File: config.mk
export PLATFORM = sky130hd
export DESIGN_NAME = count_wrap_monitor
export DESIGN_NICKNAME = d
export VERILOG_FILES = /design/src/rtl/count_wrap_monitor.sv
export SDC_FILE = /design/constraint.sdc
export NUM_CORES = 1
export LEC_CHECK = 0
export BUFFER_PORTS_ARGS = -buffer_cell sky130_fd_sc_hd__buf_2
export CORE_UTILIZATION = 30
export DETAILED_ROUTE_END_ITERATION = 7
export PLACE_DENSITY = 0.51
export SLEW_MARGIN = 20
export SYNTH_ARGS = -nofsm -noshare
export SYNTH_HDL_FRONTEND = slang
export SYNTH_SLANG_ARGS = --single-unit
File: constraint.sdc
create_clock -name clock -period 2.27 [get_ports clock]
set_clock_uncertainty 0.1 [all_clocks]
set_input_delay 0.5675 -clock clock [delete_from_list [all_inputs] [get_ports clock]]
set_output_delay 0.5675 -clock clock [all_outputs]
set_load 0.01 [all_outputs]
File: src/rtl/count_wrap_monitor.sv
// -----------------------------------------------------------------------------
// count_wrap_monitor
//
// Watches a free-running 4-bit counter, one sample per clock.
// - Counts wraps (a 4'hF -> 4'h0 step).
// - Counts sequence errors (any step other than +1 mod 16).
// - Every WRAP_TARGET wraps it emits one report through a valid/ready handshake.
//   The report carries the cumulative wrap total (mod 256) and the window's
//   error count (saturating at 4'hF).
// - If a report falls due while the previous one is still pending, the new
//   report is dropped and the sticky overrun flag is raised.
//
// Parameters
//   WRAP_TARGET : wraps per report window, legal range 1..255
//
// Ports
//   clock      in   rising-edge clock
//   reset      in   asynchronous active-low reset
//   enable     in   monitoring enable; low returns the FSM to IDLE
//   clear      in   synchronous clear of accumulators, flags and pending report
//   count_in   in   [3:0] sampled counter value
//   rpt_valid  out  report available
//   rpt_ready  in   downstream accepts the report
//   rpt_wraps  out  [7:0] cumulative wrap total at report time
//   rpt_errors out  [3:0] sequence errors in the reported window (saturating)
//   overrun    out  sticky: a report was dropped while one was pending
// -----------------------------------------------------------------------------
module count_wrap_monitor #(
  parameter int unsigned WRAP_TARGET = 4
) (
  input  logic       clock,
  input  logic       reset,
  input  logic       enable,
  input  logic       clear,
  input  logic [3:0] count_in,
  output logic       rpt_valid,
  input  logic       rpt_ready,
  output logic [7:0] rpt_wraps,
  output logic [3:0] rpt_errors,
  output logic       overrun
);

  typedef enum logic [1:0] {
    ST_IDLE  = 2'd0,
    ST_PRIME = 2'd1,
    ST_RUN   = 2'd2
  } state_t;

  // Window index at which the next wrap closes the window.
  localparam logic [7:0] LP_LAST_IDX = 8'(WRAP_TARGET - 1);

  state_t     r_state;
  logic [3:0] r_prev;
  logic [7:0] r_win_cnt;
  logic [3:0] r_win_err;
  logic [7:0] r_total_wraps;
  logic       r_rpt_valid;
  logic [7:0] r_rpt_wraps;
  logic [3:0] r_rpt_errors;
  logic       r_overrun;

  logic       w_in_run;
  logic [3:0] w_expected;
  logic       w_wrap;
  logic       w_seq_err;
  logic [3:0] w_err_acc;
  logic       w_due;
  logic [7:0] w_wraps_inc;
  logic       w_xfer;

  // Samples are only judged in RUN with enable still high. Dropping enable
  // ends monitoring at that edge, so that edge's sample is not evaluated.
  assign w_in_run    = (r_state == ST_RUN) && enable;
  assign w_expected  = r_prev + 4'd1;  // 4-bit add: F+1 = 0, so a wrap is not an error
  assign w_wrap      = w_in_run && (r_prev == 4'hF) && (count_in == 4'h0);
  assign w_seq_err   = w_in_run && (count_in != w_expected);
  // Window error count with this cycle's error included, saturating at F.
  assign w_err_acc   = (w_seq_err && (r_win_err != 4'hF)) ? (r_win_err + 4'd1) : r_win_err;
  assign w_due       = w_wrap && (r_win_cnt == LP_LAST_IDX);
  assign w_wraps_inc = r_total_wraps + 8'd1;
  assign w_xfer      = r_rpt_valid && rpt_ready;

  always_ff @(posedge clock or negedge reset) begin
    if (!reset) begin
      r_state       <= ST_IDLE;
      r_prev        <= 4'h0;
      r_win_cnt     <= 8'd0;
      r_win_err     <= 4'h0;
      r_total_wraps <= 8'd0;
      r_rpt_valid   <= 1'b0;
      r_rpt_wraps   <= 8'h00;
      r_rpt_errors  <= 4'h0;
      r_overrun     <= 1'b0;
    end else if (clear) begin
      r_state       <= ST_IDLE;
      r_win_cnt     <= 8'd0;
      r_win_err     <= 4'h0;
      r_total_wraps <= 8'd0;
      r_rpt_valid   <= 1'b0;
      r_rpt_wraps   <= 8'h00;
      r_rpt_errors  <= 4'h0;
      r_overrun     <= 1'b0;
    end else begin
      // Report handshake runs in every state, so a pending report can still
      // drain while the FSM sits in IDLE.
      if (w_due) begin
        if (!r_rpt_valid || rpt_ready) begin
          // Either the slot is free or the held report leaves on this edge:
          // load the new report and keep (or raise) valid.
          r_rpt_valid  <= 1'b1;
          r_rpt_wraps  <= w_wraps_inc;
          r_rpt_errors <= w_err_acc;
        end else begin
          // Slot still occupied: keep the held report, flag the loss.
          r_overrun <= 1'b1;
        end
      end else if (w_xfer) begin
        r_rpt_valid <= 1'b0;
      end

      if (!enable) begin
        r_state   <= ST_IDLE;
        r_win_cnt <= 8'd0;
        r_win_err <= 4'h0;
      end else begin
        case (r_state)
          ST_IDLE: begin
            r_state <= ST_PRIME;
          end
          ST_PRIME: begin
            // Seed the reference so the first RUN sample is judged against it.
            r_prev  <= count_in;
            r_state <= ST_RUN;
          end
          ST_RUN: begin
            r_prev    <= count_in;
            r_win_err <= w_due ? 4'h0 : w_err_acc;
            if (w_wrap) begin
              r_total_wraps <= w_wraps_inc;
              r_win_cnt     <= w_due ? 8'd0 : (r_win_cnt + 8'd1);
            end
          end
          default: begin
            r_state <= ST_IDLE;
          end
        endcase
      end
    end
  end

  assign rpt_valid  = r_rpt_valid;
  assign rpt_wraps  = r_rpt_wraps;
  assign rpt_errors = r_rpt_errors;
  assign overrun    = r_overrun;

endmodule

* Yosys cells after proc, flatten, opt, wreduce, memory -nomap -nowiden *
Index checks and enable logic that the tools add are counted.

word-level totals
  register bits after elaboration = 40
  output and inout port bits = 14
  bits of input ports = 9
  logic and storage cells = 79

operators by class
  muxes and demuxes = 30
  equal/unequal tests = 11
  reductions and logical operators = 24
  bitwise gates (word level) = 1
  add/subtract/negate cells = 4

operators with widths
  operator               count
  $mux W8                12
  $mux W4                8
  $add A8 B1 Y8 const B  2
  $reduce_bool A2 Y1     5
  $add A4 B1 Y4 const B  2
  $eq A8 B2 Y1 const B   1
  $reduce_and A2 Y1      4
  $logic_and A1 B1 Y1    7
  $mux W1                7
  $ne A3 B1 Y1 const B   2
  $pmux W2 S3            1
  $reduce_and A3 Y1      2
  $eq A4 B4 Y1 const B   1
  $logic_not A4 Y1       1
  $mux W2                2
  $ne A4 B4 Y1           1
  $ne A4 B4 Y1 const B   1
  $ne A3 B2 Y1 const B   1
  $ne A3 B3 Y1 const B   1
  $reduce_bool A3 Y1     1
  $eq A2 B1 Y1 const B   1
  $eq A2 B2 Y1 const B   1
  $logic_not A2 Y1       1
  $ne A2 B2 Y1 const B   1
  4 further kinds        4

* Depth between registers and ports, before layout *
Gate-level depths: netlist of run 1.

  depth in word-level cells = 10
  depth in mapped cells = 9
  gate-level depth less buffers = 7

* Worst setup path before layout of run 1 *
OpenSTA, ideal clock, no wires.

  path type = reg2reg
  from = reg r_state[0]
  to = reg r_rpt_errors[3], in the netlist rpt_errors[3]
  cell stages (with the launch flop) = 9
  setup time = 126 ps
  arrival = 1739 ps
  setup slack = 305 ps
  path through = dfrtp_1 inv_1 ha_1 buf_4 nand2_1 a31o_2 a211oi_1 xor2_1 o311a_1

on the way
  longest elaborated chain between the ends = 8

ends and longest elaborated chain
  item                    RTL line  RTL
  from (decl)             52        state_t r_state;
  from (signal assigned)  85        r_state <= ST_IDLE;
  from (signal assigned)  95        r_state <= ST_IDLE;
  from (signal assigned)  122       r_state <= ST_IDLE;
  $eq A2 B2 Y1 *          73        assign w_in_run = (r_state == ST_RUN) && enable;
  $logic_and A1 B1 Y1 *   73
  $logic_and A1 B1 Y1     76        assign w_seq_err = w_in_run && (count_in != w_expected);
  $logic_and A1 B1 Y1     78        assign w_err_acc = (w_seq_err && (r_win_err != 4'hF)) ? (r_win_err + 4'd1) : r_win_err;
  $mux W4                 78
  $mux W4                 107       if (!r_rpt_valid || rpt_ready) begin
  $mux W4                 106       if (w_due) begin
  $mux W4                 94        end else if (clear) begin
  to (signal assigned)    112       r_rpt_errors <= w_err_acc;
  to (decl)               59        logic [3:0] r_rpt_errors;

Every way passes the cells marked *; elsewhere a longest branch is shown, timed or not. The select of a mux whose other input is x is not followed.
A chain may end at the register's enable or synchronous reset.

* Worst setup path in the final report of run 1 *
  from = reg r_prev[0]
  to = reg r_rpt_errors[3], in the netlist rpt_errors[3]

on the way
  longest elaborated chain between the ends = 8

ends and longest elaborated chain
  item                    RTL line  RTL
  from (decl)             53        logic [3:0] r_prev;
  from (signal assigned)  132       r_prev <= count_in;
  from (signal assigned)  136       r_prev <= count_in;
  $add A4 B1 Y4           74        assign w_expected = r_prev + 4'd1;
  $ne A4 B4 Y1            76
  $logic_and A1 B1 Y1     76
  $logic_and A1 B1 Y1     78
  $mux W4                 78
  $mux W4                 107
  $mux W4                 106
  $mux W4                 94

Several ways; a longest one is shown, not always the timed one. The select of a mux whose other input is x is not followed.

==> metrics.txt, run 1 <==
Post-Place Cells 324; Synth cell types 44; worst path arrival time 2.18 ns; Critical Path End Type flop; Initial Util 0.317; CTS Hold Bufs 0; number of flops mapped to enable cells by yosys 0; Crit Path Class flop to flop; Worst-Margin Slew 0.593 ns; Synth Area in Simple Gates 0.203; M1 WL 2.22 mm; Die Ht 87.7 um; Routed WL 4.20 mm; Worst path slowest cell dfrtp_1; post-synthesis sequential area ratio 0.455; largest net degree at the start of global routing 23; Finished Core Util 0.371; FP Rows 30; endpoints failing setup 0; core area 6940 um^2; Synth Area in XOR/XNOR 0.0983; CP cell instances ha_1 > xor3_1 > nor3_2 > a211oi_1 > xor2_1 > o311a_1; DRC viols 0; Rel. slew slack 0.603; CTS tree yes; Yosys top cell by area dfrtp_1; Place WS 0.123 ns; DR WL met3 136 um; Worst Path Max Fanout 4; Largest stage delay, worst path 0.42 ns; Post-Syn Instances 207; Final Critical Period 2.10 ns; Power Internal 1.16 mW; max layer used met4; most frequent cells in the layout 40 x dfrtp_1, 28 x nor2_1, 22 x buf_2, 16 x nand2_1, 13 x xnor2_1; top post-synthesis cells by area dfrtp_1 45%, a211oi_2 5.7%, xnor2_1 5.2%; Ys Warns 0; DIE WIDTH 87.7 um; syn nets 223; proportion of layout cells with a drive suffix above 1 0.271; vias in the first global route 1458; Final Hold Fails 0; post-route ant nets 0; Max-cap violations 0; HP Class primary input to async pin; antenna cell count 0; PortBufs 22; most common cell after layout, fill and taps aside dfrtp_1; Fill cells 729; Synth Area in Compound Gates 0.120; Startpoint Class flop; main combinational cell family by area after synthesis simple AND/OR/NAND/NOR gates; Critical Path RT 2.35 ns; Vias/cell 4.52; CTS Sinks 40; switching share of power 0.252; met2 WL 1.80 mm; setup TNS 0 ns; initial antenna violation count 0; wire per inst 12.7 um; DRT iter0 DRCs 83; Max Slew Vio Count 0; Seq pwr share 0.490; first-pass GRT wire length 7.17 mm; Max VDD drop 0.310 mV; CTS root buf clkbuf_8; final critical-path share of the clock period 0.926; adder-cell share of the synthesized area 0.0398; top-level I/O count 23; Total Die Area 7690 um^2; flops & latches, synth 40; CP delay by family, top XOR/XNOR gates; Longest Clk Path Bufs 2; clk slew on worst S/H paths 0.09 ns; Final HPWL DP 3.08 mm; mux contribution to synthesized area 0.0528; RSZ-0062 raised after global routing false; Reg2Reg Launch Point r_prev[0]; Primary FF master, synth dfrtp_1; Cell Area, Synth 2200 um^2; post-route worst setup slack 0.168 ns; status complete, no violations; Post-Syn Area per Cell 10.6 um^2; Via Count 1502; routability cong. 0.744; combinational share of power 0.119; PwrDens 600 nW/um^2; clk_lat worst skew 0.30 ns; CP startpoint r_prev[0]; Static Leak 1.09 nW; Area Overhead vs Synth 16.9%; power share of the clock group 0.391; total CTS buffers 5; Post-synth ARST share 1.00; first-pass detailed-route iteration total 4; Final Non-Filler Cells 332; GRT overflow 0; worst path bufs/invs 0; switching pwr 0.389 mW; Tot GR Track Use 0.124; share of the synthesized area in the top cell type 0.455; H-tree depth 2; NumNets Final 251; f_max 0.476 GHz
-- layout make-up --
| type | instances | area, um^2 | share of cell area |
|---|---|---|---|
| clock buffers | 5 | 68.8 | 0.0267 |
| clock inverters | 3 | 47.5 | 0.0185 |
| inverters | 6 | 22.5 | 0.00875 |
| multi-input cells | 154 | 1130 | 0.441 |
| flip-flops and latches | 40 | 1000 | 0.389 |
| well taps | 96 | 120 | 0.0466 |
| repair buffers | 28 | 180 | 0.0700 |
-- worst register-to-register path: cells and delay by family, from the launching register on --
kind            cells  cell delay [ns]
fa+ha+maj           1             0.23
xor+xnor            2             0.54
simple gates        1             0.24
flops               1             0.42
compound gates      2             0.47
-- flip-flops by register name, summed over array words and instances (netlist names) --
signal / count
r_total_wraps: 8
r_win_cnt: 8
rpt_wraps: 8
r_prev: 4
r_win_err: 4
rpt_errors: 4
r_state: 2
overrun: 1
rpt_valid: 1
-- power groups by stage --
stage                     logic (mW)  registers (mW)  clock network, mW
after CTS                      0.184           0.757              0.635
final                          0.184           0.757              0.604
after global placement         0.182           0.771                  0
after floorplan                0.134           0.767                  0
after global routing           0.206           0.760              0.666
after detailed placement       0.184           0.772                  0
-- stage by stage --
stage	hold slack, ns	power [mW]	area [um^2]
floorplan	0.172	0.902	2200
global placement	0.396	0.954	2450
detailed placement	0.404	0.955	2450
CTS	0.132	1.58	2570
global route	0.150	1.63	2570
finish	0.127	1.54	2570
-- what timing repair did --
| item | 4_1_cts | 5_1_grt |
|---|---|---|
| endpoints found under the setup margin | 0 | 1 |
| gates resized for setup | 0 | 1 |
| setup buffers | 0 | 0 |
-- worst paths after layout --
kind | to | slack [ns] | depth (start not counted)
worst max-delay path | rpt_errors[3] | 0.17 | 6
min in group clock | overrun | 0.41 | 2
worst max register to register | rpt_errors[3] | 0.17 | 6
worst min register to register | overrun | 0.41 | 2
max in group asynchronous | r_total_wraps[6] | 1.45 | 2
worst min-delay path | r_total_wraps[2] | 0.13 | 1
-- cell families (layout without fill, tap and decap cells) --
logic type,Yosys count,after routing
multiplexers,11,11
buffers and inverters,13,42
AO/OA/AOI/OAI,33,33
adder cells (fa/ha/maj),7,7
flip-flops,40,40
AND/OR/NAND/NOR,80,80
XOR/XNOR,23,23
-- metal layers --
metal / vias to the layer above / track usage
li1: 770 / -
met1: 703 / 0.170
met2: 24 / 0.187
met3: 5 / 0.0330
met4: 0 / 0.0447
met5: - / 0
-- cell usage after synthesis, drive strengths merged, types with 2 or more instances --
cell	count
ha	7
o21ai	5
nand2	16
a211oi	11
a31oi	3
nor2b	2
or3	3
nor2	29
dfrtp	40
nor3b	3
inv	6
clkbuf	2
mux2	5
mux2i	6
nor3	5
buf	5
a21oi	9
nand3	8
xor2	9
nand4	3
nand2b	4
xnor2	13
(Power assumes the default switching activity.)
==> inputs of run 2 (changes only) <==
- REMOVE_ABC_BUFFERS: default -> 1
==> metrics.txt, run 2 (synthesized netlist as in run 1, its figures left out) <==
status complete, no violations; antenna cell count 0; Final HPWL DP 2.96 mm; initial antenna violation count 0; Rel. slew slack 0.605; DRC viols 0; Via Count 1510; Critical Path RT 2.35 ns; Placed Area 2450 um^2; Seq pwr share 0.522; Initial Util 0.317; wire per inst 12.7 um; Worst Path Max Fanout 4; PortBufs 22; Final Hold Fails 0; vias in the first global route 1480; RSZ-0062 raised after global routing false; Die Ht 87.7 um; final critical-path share of the clock period 0.937; worst path bufs/invs 0; Post-Place Cells 323; worst-case reg-to-reg path depth 6; worst path arrival time 2.21 ns; Power Internal 1.10 mW; core area 6940 um^2; NumNets Final 250; switching share of power 0.246; combinational share of power 0.127; first-pass detailed-route iteration total 5; first-pass GRT wire length 7.14 mm; Total Die Area 7690 um^2; HP Class primary input to async pin; Largest stage delay, worst path 0.42 ns; Vias/cell 4.58; DRT iter0 DRCs 69; Final Cell Area 2550 um^2; DIE WIDTH 87.7 um; routability cong. 0.760; GRT overflow 0; clk_lat worst skew 0.29 ns; Critical Path End Type flop; post-route ant nets 0; CP Depth 6; Max-cap violations 0; top-level I/O count 23; clk slew on worst S/H paths 0.08 ns; CP cell instances ha_1 > xor3_1 > nor3_2 > a21oi_1 > and2_1 > mux2_2; Finished Core Util 0.367; Final Critical Period 2.13 ns; FP Rows 30; Max Slew Vio Count 0; largest net degree at the start of global routing 25; proportion of layout cells with a drive suffix above 1 0.265; most frequent cells in the layout 40 x dfrtp_1, 28 x nor2_1, 22 x buf_2, 16 x nand2_1, 13 x xnor2_1; most common cell after layout, fill and taps aside dfrtp_1; FF/Latch Area 1000 um^2; Fill cells 716; CTS root buf clkbuf_8; Worst path slowest cell dfrtp_1; Longest Clk Path Bufs 2; Routed WL 4.18 mm; PwrDens 570 nW/um^2; Worst-Margin Slew 0.589 ns; CTS Sinks 40; endpoints failing setup 0; total CTS buffers 5; Static Leak 1.08 nW; H-tree depth 2; Area Overhead vs Synth 15.7%; Reg2Reg Launch Point r_prev[0]; Tot GR Track Use 0.122; Crit Path Class flop to flop; Max VDD drop 0.195 mV; Final Non-Filler Cells 330; f_max 0.470 GHz; CP delay by family, top simple AND/OR/NAND/NOR gates; Startpoint Class flop; power share of the clock group 0.351; CTS Hold Bufs 0; CP startpoint r_prev[0]; switching pwr 0.358 mW; Multi-input gate area 1140 um^2; CTS tree yes
[run 2: cell type report]
type	instances	share of cell area
multi-input cells	154	0.446
flip-flops and latches	40	0.393
repair buffers	27	0.0677
well taps	96	0.0471
clock buffers	7	0.0378
inverters	6	0.00884
[run 2: worst reg2reg max path: stages, from the launching register on]
cell	delay (ns)
dfrtp_1	0.42
ha_1	0.23
xor3_1	0.37
nor3_2	0.23
a21oi_1	0.21
and2_1	0.20
mux2_2	0.25
[run 2: worst paths after layout]
| path | endpoint | slack, ns |
|---|---|---|
| worst max-delay path | r_win_err[0] | 0.14 |
| worst min-delay path | rpt_errors[0] | 0.14 |
| worst max register to register | r_win_err[0] | 0.14 |
| worst min register to register | overrun | 0.41 |
| max in group asynchronous | r_win_cnt[5] | 1.44 |
| min in group clock | overrun | 0.41 |
[run 2: metrics by stage]
| step | hold slack [ns] | power (mW) | setup WS [ns] | TNS [ns] |
|---|---|---|---|---|
| 2_1_floorplan | 0.172 | 0.894 | -0.0230 | -0.0362 |
| 3_3_place_gp | 0.396 | 0.956 | 0.0917 | 0 |
| 3_5_place_dp | 0.412 | 0.957 | 0.0534 | 0 |
| 4_1_cts | 0.143 | 1.48 | 0.0982 | 0 |
| 5_1_grt | 0.160 | 1.54 | 0.0127 | 0 |
| 6_report | 0.138 | 1.45 | 0.143 | 0 |
[run 2: per-layer routing]
metal | wire length, um | share of wire | track usage | up-vias
li1 | - | - | - | 769
met4 | 10 | 0.0024 | 0.0268 | 0
met1 | 2160 | 0.52 | 0.167 | 713
met5 | 0 | 0 | 0 | -
met2 | 1880 | 0.45 | 0.188 | 26
met3 | 143 | 0.034 | 0.0405 | 2
[run 2: what timing repair did]
action,4_1_cts,5_1_grt
endpoints found under the setup margin,0,1
gates resized for setup,0,2
buffers inserted,0,0
[run 2: power by group through the flow]
stage,registers (mW),clock network (mW),logic [mW]
finish,0.758,0.510,0.185
global placement,0.772,0,0.184
global route,0.761,0.568,0.209
CTS,0.757,0.534,0.187
detailed placement,0.772,0,0.185
floorplan,0.767,0,0.127
==> inputs of run 3 (changes only) <==
- BUFFER_PORTS_ARGS: -buffer_cell sky130_fd_sc_hd__buf_2 -> -buffer_cell sky130_fd_sc_hd__buf_4
==> metrics.txt, run 3 (synthesized netlist as in run 1, its figures left out) <==
status complete, no violations; initial antenna violation count 0; Final Hold Fails 0; Reg2Reg Launch Point r_prev[0]; first-pass detailed-route iteration total 4; Max VDD drop 0.216 mV; total power 1.45 mW; Finished Core Util 0.376; Rel. slew slack 0.595; CTS Hold Bufs 0; Tot GR Track Use 0.125; Vias/cell 4.60; HP Class primary input to async pin; Static Leak 1.09 nW; PortBufs 22; NumNets Final 253; DRC viols 0; routability cong. 0.725; proportion of layout cells with a drive suffix above 1 0.273; CTS Sinks 40; top-level I/O count 23; Crit Path Class flop to flop; Final Non-Filler Cells 334; Worst Path Max Fanout 4; final critical-path share of the clock period 0.937; Longest Clk Path Bufs 2; combinational share of power 0.128; Max-cap violations 0; worst-case reg-to-reg path depth 6; GRT overflow 0; clk slew on worst S/H paths 0.08 ns; Multi-input gate area 1140 um^2; Routed WL 4.15 mm; Max Slew Vio Count 0; post-route ant nets 0; Seq pwr share 0.521; f_max 0.470 GHz; Area Overhead vs Synth 18.6%; Place WS 0.0512 ns; CTS root buf clkbuf_8; Critical Path End Type flop; GR peak layer met2; Final HPWL DP 2.90 mm; worst path arrival time 2.22 ns; Initial Util 0.317; FF/Latch Area 1000 um^2; Total Die Area 7690 um^2; power share of the clock group 0.351; switching pwr 0.380 mW; vias in the first global route 1456; Startpoint Class flop; global-route track usage on met3 0.0434; CTS tree yes; antenna cell count 0; Critical Path RT 2.36 ns; Via Count 1537; global routing usage on met2 0.180; H-tree depth 2; most frequent cells in the layout 40 x dfrtp_1, 29 x buf_4, 28 x nor2_1, 16 x nand2_1, 13 x xnor2_1; core area 6940 um^2; flop-to-flop setup slack 0.14 ns; DRT iter0 DRCs 85; post-route worst setup slack 0.143 ns; M1 GR Usage 0.177; endpoints failing setup 0; Die Ht 87.7 um; wire per inst 12.4 um; largest net degree at the start of global routing 41; DIE WIDTH 87.7 um; reg2reg end r_win_err[0]; PwrDens 557 nW/um^2; first-pass GRT wire length 7.28 mm; Final Critical Period 2.13 ns; total CTS buffers 5; Power Internal 1.07 mW; most common cell after layout, fill and taps aside dfrtp_1; Fill cells 687; switching share of power 0.261; Post-Place Cells 322; clk_lat worst skew 0.30 ns; FP Rows 30; Worst-Margin Slew 0.605 ns
==> run 3: cell types whose count changed in the layout (fill, tap and decap cells not counted), sizes merged <==
cell / previous run / this run
buf: 27 / 30
clkinvlp: 0 / 1
==> run 3: final cells by class <==
cell class                      instances  area share
Tap cell                               96      0.0460
Timing Repair Buffer                   30      0.0910
Multi-Input combinational cell        154       0.435
Clock buffer                            7      0.0331
Clock inverter                          1     0.00287
Inverter                                6     0.00862
Sequential cell                        40       0.383
==> run 3: what timing repair did <==
action,CTS,global route
setup endpoints to repair,0,2
setup buffers,0,4
resized for setup,0,1
==> run 3: how the worst max path moves through the flow <==
stage,start,to
floorplan,count_in[3],rpt_errors[3]
global route,r_prev[0],r_win_err[0]
detailed placement,count_in[3],rpt_wraps[1]
global placement,count_in[3],rpt_wraps[0]
finish,r_prev[0],r_win_err[0]
CTS,r_prev[0],rpt_errors[3]
==> run 3: layer usage <==
metal,vias to the layer above,part of all wire
li1,774,-
met1,736,0.52
met2,22,0.43
met3,5,0.037
met4,0,0.011
met5,-,0
==> run 3: stage by stage <==
step	hold WS, ns	area, um^2	TNS [ns]
2_1_floorplan	0.172	2150	-0.0362
3_3_place_gp	0.399	2480	0
3_5_place_dp	0.404	2480	0
4_1_cts	0.155	2580	0
5_1_grt	0.172	2610	-0.0129
6_report	0.131	2610	0
==> run 3: power groups by stage <==
stage	combinational [mW]	clock (mW)	sequential, mW
floorplan	0.127	0	0.767
global placement	0.186	0	0.772
detailed placement	0.186	0	0.771
CTS	0.186	0.529	0.757
global route	0.210	0.563	0.762
finish	0.186	0.510	0.758
==> run 3: worst max-delay path: stages, from the launching register on <==
cell	delay, ns
dfrtp_1	0.43
ha_1	0.23
xor3_1	0.38
nor3_2	0.24
a21oi_1	0.20
and2_1	0.19
mux2_2	0.25
